==> config.mk <==
export PLATFORM = sky130hd
export DESIGN_NAME = bsg_chip_link_bist
export DESIGN_NICKNAME = d
export VERILOG_FILES = /design/src/rtl/bsg_chip_link_bist.sv
export SDC_FILE = /design/constraint.sdc
export NUM_CORES = 1
export LEC_CHECK = 0
export BUFFER_PORTS_ARGS = -buffer_cell sky130_fd_sc_hd__buf_2
export CAP_MARGIN = 20
export CORE_MARGIN = 1
export CORE_UTILIZATION = 60
export DETAILED_ROUTE_END_ITERATION = 8
export PLACE_DENSITY = 0.95
export SYNTH_ARGS = -nofsm -noshare
export SYNTH_HDL_FRONTEND = slang
export SYNTH_SLANG_ARGS = --single-unit
==> constraint.sdc <==
create_clock -name clk_i -period 7.8 [get_ports clk_i]
set_input_delay 0.78 -clock clk_i [delete_from_list [all_inputs] [get_ports clk_i]]
set_output_delay 0.78 -clock clk_i [all_outputs]
set_load 0.05 [all_outputs]
==> src/rtl/bsg_chip_link_bist.sv <==
// BIST engine for one chip-IO ready/valid link: transmits seed+k, checks received words against the same sequence.
// Optional `BSG_CHIP_LINK_BIST_ERR_INJECT_EN adds inject_i to flip bit 0 of the next transmitted word.
module bsg_chip_link_bist #(
  parameter int unsigned width_p       = 64,
  parameter int unsigned count_width_p = 16,
  parameter int unsigned timeout_p     = 1024
) (
  input  logic                     clk_i,
  input  logic                     reset_n_i,
  input  logic                     start_i,
  input  logic [count_width_p-1:0] num_packets_i,
  input  logic [width_p-1:0]       seed_i,
  output logic                     v_o,
  output logic [width_p-1:0]       data_o,
  input  logic                     ready_i,
  input  logic                     v_i,
  input  logic [width_p-1:0]       data_i,
  output logic                     ready_o,
  output logic                     busy_o,
  output logic                     done_o,
  output logic                     timeout_o,
  output logic [count_width_p-1:0] rx_count_o,
  output logic [count_width_p-1:0] err_count_o,
  output logic [count_width_p-1:0] first_err_idx_o
`ifdef BSG_CHIP_LINK_BIST_ERR_INJECT_EN
  ,
  input  logic                     inject_i
`endif
);

  localparam int unsigned idle_width_lp = $clog2(timeout_p);

  typedef enum logic [1:0] {IDLE, RUN, DRAIN, DONE} state_e;

  state_e                   state, state_next;
  logic [width_p-1:0]       seed;
  logic [count_width_p-1:0] num;
  logic [count_width_p-1:0] tx_k;
  logic [idle_width_lp-1:0] idle_cnt;
  logic                     rx_over;
  logic                     tx_flip;

  logic start_ok, tx_hs, rx_hs, tx_last, idle_expired, rx_all, rx_bad;

  assign start_ok     = start_i && (state == IDLE || state == DONE);
  assign tx_hs        = v_o && ready_i;
  assign rx_hs        = v_i && ready_o;
  assign tx_last      = (tx_k == num - count_width_p'(1));
  assign idle_expired = (idle_cnt == idle_width_lp'(timeout_p - 1));
  assign rx_all       = (rx_count_o == num);
  // A word arriving after the full count has been received is an error even if its value matches.
  assign rx_bad       = rx_over || (data_i != seed + width_p'(rx_count_o));

  always_ff @(posedge clk_i or negedge reset_n_i) begin
    if (!reset_n_i) state <= IDLE;
    else            state <= state_next;
  end

  always_comb begin
    state_next = state;
    case (state)
      IDLE, DONE: if (start_i) state_next = (num_packets_i == '0) ? DONE : RUN;
      RUN:        if (tx_hs && tx_last) state_next = DRAIN;
      DRAIN: begin
        if (rx_all)                     state_next = DONE;
        else if (!rx_hs && idle_expired) state_next = DONE;
      end
      default:    state_next = IDLE;
    endcase
  end

  always_comb begin
    v_o     = (state == RUN);
    ready_o = (state == RUN) || (state == DRAIN);
    busy_o  = (state == RUN) || (state == DRAIN);
    done_o  = (state == DONE);
  end

  assign data_o = (seed + width_p'(tx_k)) ^ {{(width_p-1){1'b0}}, tx_flip};

  always_ff @(posedge clk_i or negedge reset_n_i) begin
    if (!reset_n_i) begin
      seed            <= '0;
      num             <= '0;
      tx_k            <= '0;
      rx_count_o      <= '0;
      err_count_o     <= '0;
      first_err_idx_o <= '1;
      timeout_o       <= 1'b0;
      rx_over         <= 1'b0;
      idle_cnt        <= '0;
    end else if (start_ok) begin
      seed            <= seed_i;
      num             <= num_packets_i;
      tx_k            <= '0;
      rx_count_o      <= '0;
      err_count_o     <= '0;
      first_err_idx_o <= '1;
      timeout_o       <= 1'b0;
      rx_over         <= 1'b0;
      idle_cnt        <= '0;
    end else begin
      if (tx_hs) tx_k <= tx_k + count_width_p'(1);
      if (rx_hs) begin
        rx_count_o <= rx_count_o + count_width_p'(1);
        if (rx_count_o + count_width_p'(1) == num) rx_over <= 1'b1;
        if (rx_bad) begin
          if (err_count_o != '1) err_count_o <= err_count_o + count_width_p'(1);
          if (err_count_o == '0) first_err_idx_o <= rx_count_o;
        end
      end
      // Idle cycles also accumulate in RUN so a stall straddling the RUN->DRAIN edge is measured in full.
      if (rx_hs)                      idle_cnt <= '0;
      else if (busy_o && !idle_expired) idle_cnt <= idle_cnt + idle_width_lp'(1);
      if (state == DRAIN && !rx_all && !rx_hs && idle_expired) timeout_o <= 1'b1;
    end
  end

`ifdef BSG_CHIP_LINK_BIST_ERR_INJECT_EN
  logic armed;
  always_ff @(posedge clk_i or negedge reset_n_i) begin
    if (!reset_n_i)          armed <= 1'b0;
    else if (tx_hs && armed) armed <= 1'b0;
    else if (inject_i)       armed <= 1'b1;
  end
  assign tx_flip = armed;
`else
  assign tx_flip = 1'b0;
`endif

endmodule

Word-level counts from Yosys, hierarchy flattened
Cells that the tools add are included.
{ "totals": {"regBits": 158, "inputBits": 149, "out_inout_bits": 117, "wordCells": 86} }
{ "op_classes": {"n_addsub": 7, "n_eq_ne": 12, "muxes": 26, "reduce_logical": 31} }
{ "ops": {"columns": ["cell", "count"], "rows": [
  ["$mux W16", 12],
  ["$add A64 B16 Y64", 2],
  ["$ne A64 B64 Y1", 1],
  ["$add A16 B1 Y16 const B", 3],
  ["$eq A16 B16 Y1", 3],
  ["$logic_not A16 Y1", 2],
  ["$mux W10", 3],
  ["$ne A16 B16 Y1 const B", 1],
  ["$sub A16 B1 Y16 const B", 1],
  ["$reduce_bool A2 Y1", 7],
  ["$add A10 B1 Y10 const B", 1],
  ["$eq A10 B10 Y1 const B", 1],
  ["$mux W2", 5],
  ["$logic_and A1 B1 Y1", 9],
  ["$reduce_and A3 Y1", 3],
  ["$pmux W2 S3", 1],
  ["$mux W1", 5],
  ["$eq A2 B2 Y1 const B", 2],
  ["$logic_not A1 Y1", 3],
  ["$logic_or A1 B1 Y1", 3],
  ["$ne A3 B3 Y1 const B", 1],
  ["$reduce_bool A3 Y1", 1],
  ["$eq A2 B1 Y1 const B", 1],
  ["$logic_not A2 Y1", 1],
  ["other kinds (4)", 4]
]} }

Longest topological paths before layout
{ "logic_depth": {"depth_word": 8, "mapped_depth": 16, "depth_no_buf": 14} }

Least setup slack after synthesis
Ideal clock, no wire load.
{ "synth_timing": {"kind": "flip-flop to output port", "start": "reg tx_k[0]", "end": "out data_o[30]", "arrival_ps": 4016, "t_required_ps": 7020, "slack_ps": 3004, "path_stages_with_launch": 16, "n_path_buf": 1, "path_cell_list": "dfrtp_1 > ha_1 > inv_1 > fa_1 > nor2b_1 > o21ai_0 > a21boi_0 > o41a_1 > o31ai_1 > o21ai_0 > o21a_1 > nor2_1 > or2_2 > clkbuf_1 > nor2_1 > xnor2_1"} }
{ "synth_between": {"elab_chain_cells": 1} }
{ "synth_rtl": {"columns": ["element", "line_no", "rtl"], "rows": [
  ["start: declaration", "38", "logic [count_width_p-1:0] tx_k;"],
  ["start signal: assignment", "103", "if (tx_hs) tx_k <= tx_k + count_width_p'(1);"],
  ["$add A64 B16 Y64", "79", "assign data_o = (seed + width_p'(tx_k)) ^ {{(width_p-1){1'b0}}, tx_flip};"],
  ["end: declaration", "14", "output logic [width_p-1:0] data_o,"]
]} }
No other way between the ends.

Worst setup path after layout
{ "layout_timing": {"start": "reg tx_k[0]", "end": "out data_o[58]"} }
The elaborated chain is that of the path after synthesis.

==> results.md <==
- Layout cells sized above 1: 19.6%
- Critical Path RT: 7.02 ns
- CTS tree: done
- Total grt overflow: 0
- Critical path peak fanout: 12
- Sequential share of power: 29.4%
- Top-count cell post-synth: nand2_1
- Maximum number of pins on one net before global-route repair: 82
- Detailed-route via count: 13493
- R2r setup slk: 2.75 ns
- Die X: 148 um
- Crit-path cells: ha_1 > inv_1 > fa_1 > nor2b_1 > o21ai_0 > a21boi_0 > o41a_1 > o31ai_1 > o21ai_0 > o21a_1 > nor2_1 > or2_2 > nor2_1 > xor2_1 > buf_2
- Finished Cell Area: 14600 sq um
- Sw frac: 55.2%
- Max-slew violations: 0
- Status: finished clean
- Final setup margin: 2.10 ns
- Boundary Pins: 266
- CTS root buf: clkbuf_16
- Fillers: 1622
- Mapped Cells: 1615
- Hold Path Class: in2async
- Critical path arrival: 4.92 ns
- Vias in the first global route: 12953
- Post-Route WL: 45300 um
- Final setup viols: 0
- First-pass GRT wire length: 71100 um
- #FFs+latches synth: 158
- Clock sinks: 158
- RSZ-0062 raised after global routing: false
- Routed vias/inst: 6.47
- Worst reg-to-reg path cell count: 13
- Skew final: 0.0142 ns
- HPWL after DPL: 33900 um
- Sequential-to-total area share from yosys stat: 31.2%
- Placer Congestion: 1.08
- Fmax: 0.176 GHz
- FP Rows: 52
- Main flop type after synthesis: dfrtp_1
- Setup TNS: 0 ns
- Gate power share: 54.8%
- Cell Int Power: 2.54 mW
- Synth-to-layout area growth: 14.8%
- Final worst-path cycle share: 73.0%
- Avg WL per Cell: 21.7 um
- Clock Latency Late Sink: 0.45 ns
- Net Sw Power: 3.13 mW
- Total Die Area: 21800 sq um
- Post-synth EDFFs: 0
- Drt drc: 0
- Netlist Area Pre-Place: 12800 sq um
- VDD IR max: 0.507 mV
- Worst-Margin Slew: 1.06 ns
- Asr flop ratio synth: 100%
- First-pass iteration count of the detailed router: 6
- Initial Utilization: 62.0%
- Synth warn: 0
- WHS: 0.371 ns
- Max-Cap Viols: 0
- Worst slew margin: 29.2%
- Setup Buffers After CTS: 0
- Synth cell types: 87
- Drt initial violations: 1389
- Initial antenna violation count: 0
- Core ar.: 20600 sq um
- CTS Buffer Depth: 2
- Max stage delay on crit path: 0.53 ns
- Startpoint Class: register
- Total CTS buffers: 17
- Clk network pwr share: 15.8%
- Final Hold Fails: 0
- CTS resizes: 0
- P_leak: 6.74 nW
- CTS H-tree depth: 4
- Syn nets: 1808
- Crit Path Category: reg2out
- Power Density: 388 nW/um^2
- Top cells by count, synth: 355 x nand2_1, 142 x dfrtp_1, 133 x nor2_1
- Synth top area share: 27.9%
- Critical path's slowest cell: nor2_1
- Fin nets: 1997
- CTS clk-pin slew, worst paths: 0.08 ns
- Synth top area cells: dfrtp_1 28%, nand2_1 10%, xnor2_1 7.8%, xor2_1 6.7%, ha_1 4.1%
- Mean post-synth cell area: 7.90 sq um
- CP Capture Type: output pin
- Die span in y: 148 um
- Pre-CTS setup slack: 2.79 ns
- DRT antenna net count: 0
- Post-place instance area: 14000 sq um
- Ant. Diodes: 0
- Post-CTS Hold Buffers: 0
- Port bufs: 265
- Fin crit period: 5.70 ns
- Post-synth top area cell: dfrtp_1
- Gr usage total: 42.3%
==> cell type report <==
type,count,area [sq um],share of cell area [%]
clock buffer,18,429,2.93
clock inverter,14,174,1.19
inverter,26,97.6,0.667
multi-input combinational,1331,8240,56.3
sequential,158,3970,27.1
tap,270,338,2.31
timing repair buffer,270,1390,9.50
==> cell usage in the layout, fill, tap and decap left out, types with 29 or more instances in the layout <==
| cell type | synthesis | layout |
|---|---|---|
| buf_2 | 25 | 264 |
| nand4_1 | 51 | 51 |
| xnor2_1 | 114 | 114 |
| nand3_1 | 63 | 63 |
| o21ai_0 | 57 | 57 |
| nor3_1 | 35 | 35 |
| a21oi_1 | 42 | 42 |
| nor2_1 | 133 | 133 |
| ha_1 | 42 | 42 |
| xor2_1 | 98 | 98 |
| and3_1 | 29 | 29 |
| nand2_1 | 355 | 355 |
| dfrtp_1 | 142 | 142 |
==> registers in the layout, summed over array words and instances (netlist names) <==
name and count:
rx_count_o 16, seed 64, state 2, tx_k 16, err_count_o 16, idle_cnt 10, first_err_idx_o 16, rx_over 1
timeout_o 1, num 16
==> power by group through the flow <==
| stage | Sequential [mW] | Clock, mW | Combinational, mW |
|---|---|---|---|
| 4_1_cts | 1.64 | 0.898 | 3.06 |
| 5_1_grt | 1.69 | 0.929 | 3.33 |
| 3_5_place_dp | 1.65 | 0 | 3.03 |
| 2_1_floorplan | 1.44 | 0 | 2.45 |
| 6_report | 1.67 | 0.898 | 3.11 |
| 3_3_place_gp | 1.64 | 0 | 2.98 |
==> critical path: cells and delay by family, from the launching register on <==
kind | cells | cell delay, ns
AO/OA/AOI/OAI | 6 | 1.81
AND/OR/NAND/NOR | 4 | 1.15
flip-flops | 1 | 0.45
adder cells (fa/ha/maj) | 2 | 0.45
buffers and inverters | 2 | 0.39
XOR/XNOR | 1 | 0.21
==> path summary, 6_finish.rpt <==
check                                                    start                         endpoint
worst max-delay path                       tx_k[0]$_DFFE_PN0P_                       data_o[58]
worst max register to register       rx_count_o[0]$_DFFE_PN0P_      err_count_o[11]$_DFFE_PN0P_
worst min-delay path                                 reset_n_i             seed[52]$_DFFE_PN0P_
max in group asynchronous                            reset_n_i  first_err_idx_o[11]$_DFFE_PN1P_
min in group clk_i              first_err_idx_o[3]$_DFFE_PN1P_   first_err_idx_o[3]$_DFFE_PN1P_
worst min register to register  first_err_idx_o[3]$_DFFE_PN1P_   first_err_idx_o[3]$_DFFE_PN1P_
==> cell families after synthesis <==
kind of cell / count (synthesis) / share of synthesized area, %
AO/OA/AOI/OAI: 276 / 15.3
XOR/XNOR: 212 / 14.6
adder cells (fa/ha/maj): 44 / 4.44
buffers and inverters: 126 / 4.26
flip-flops: 158 / 31.2
multiplexers: 14 / 1.13
AND/OR/NAND/NOR: 785 / 29.2
==> stage by stage <==
step | total power, mW | util [%] | std cells
after CTS | 5.60 | 71.1 | 2086
after global routing | 5.95 | 71.2 | 2087
final | 5.67 | 71.2 | 2087
after global placement | 4.62 | 68.1 | 2054
after detailed placement | 4.68 | 68.1 | 2054
after floorplan | 3.90 | - | 1615
==> routing by layer <==
metal / share of wire [%] / wire length [um] / vias to the layer above / global-route usage [%]
met5: 0 / 0 / - / 0
met4: 5.8 / 2630 / 0 / 23.8
met3: 10 / 4750 / 188 / 7.93
met2: 47 / 21100 / 956 / 69.6
met1: 37 / 16900 / 6306 / 52.3
li1: - / - / 6043 / -
No activity file was read; power rests on OpenSTA's default activity.
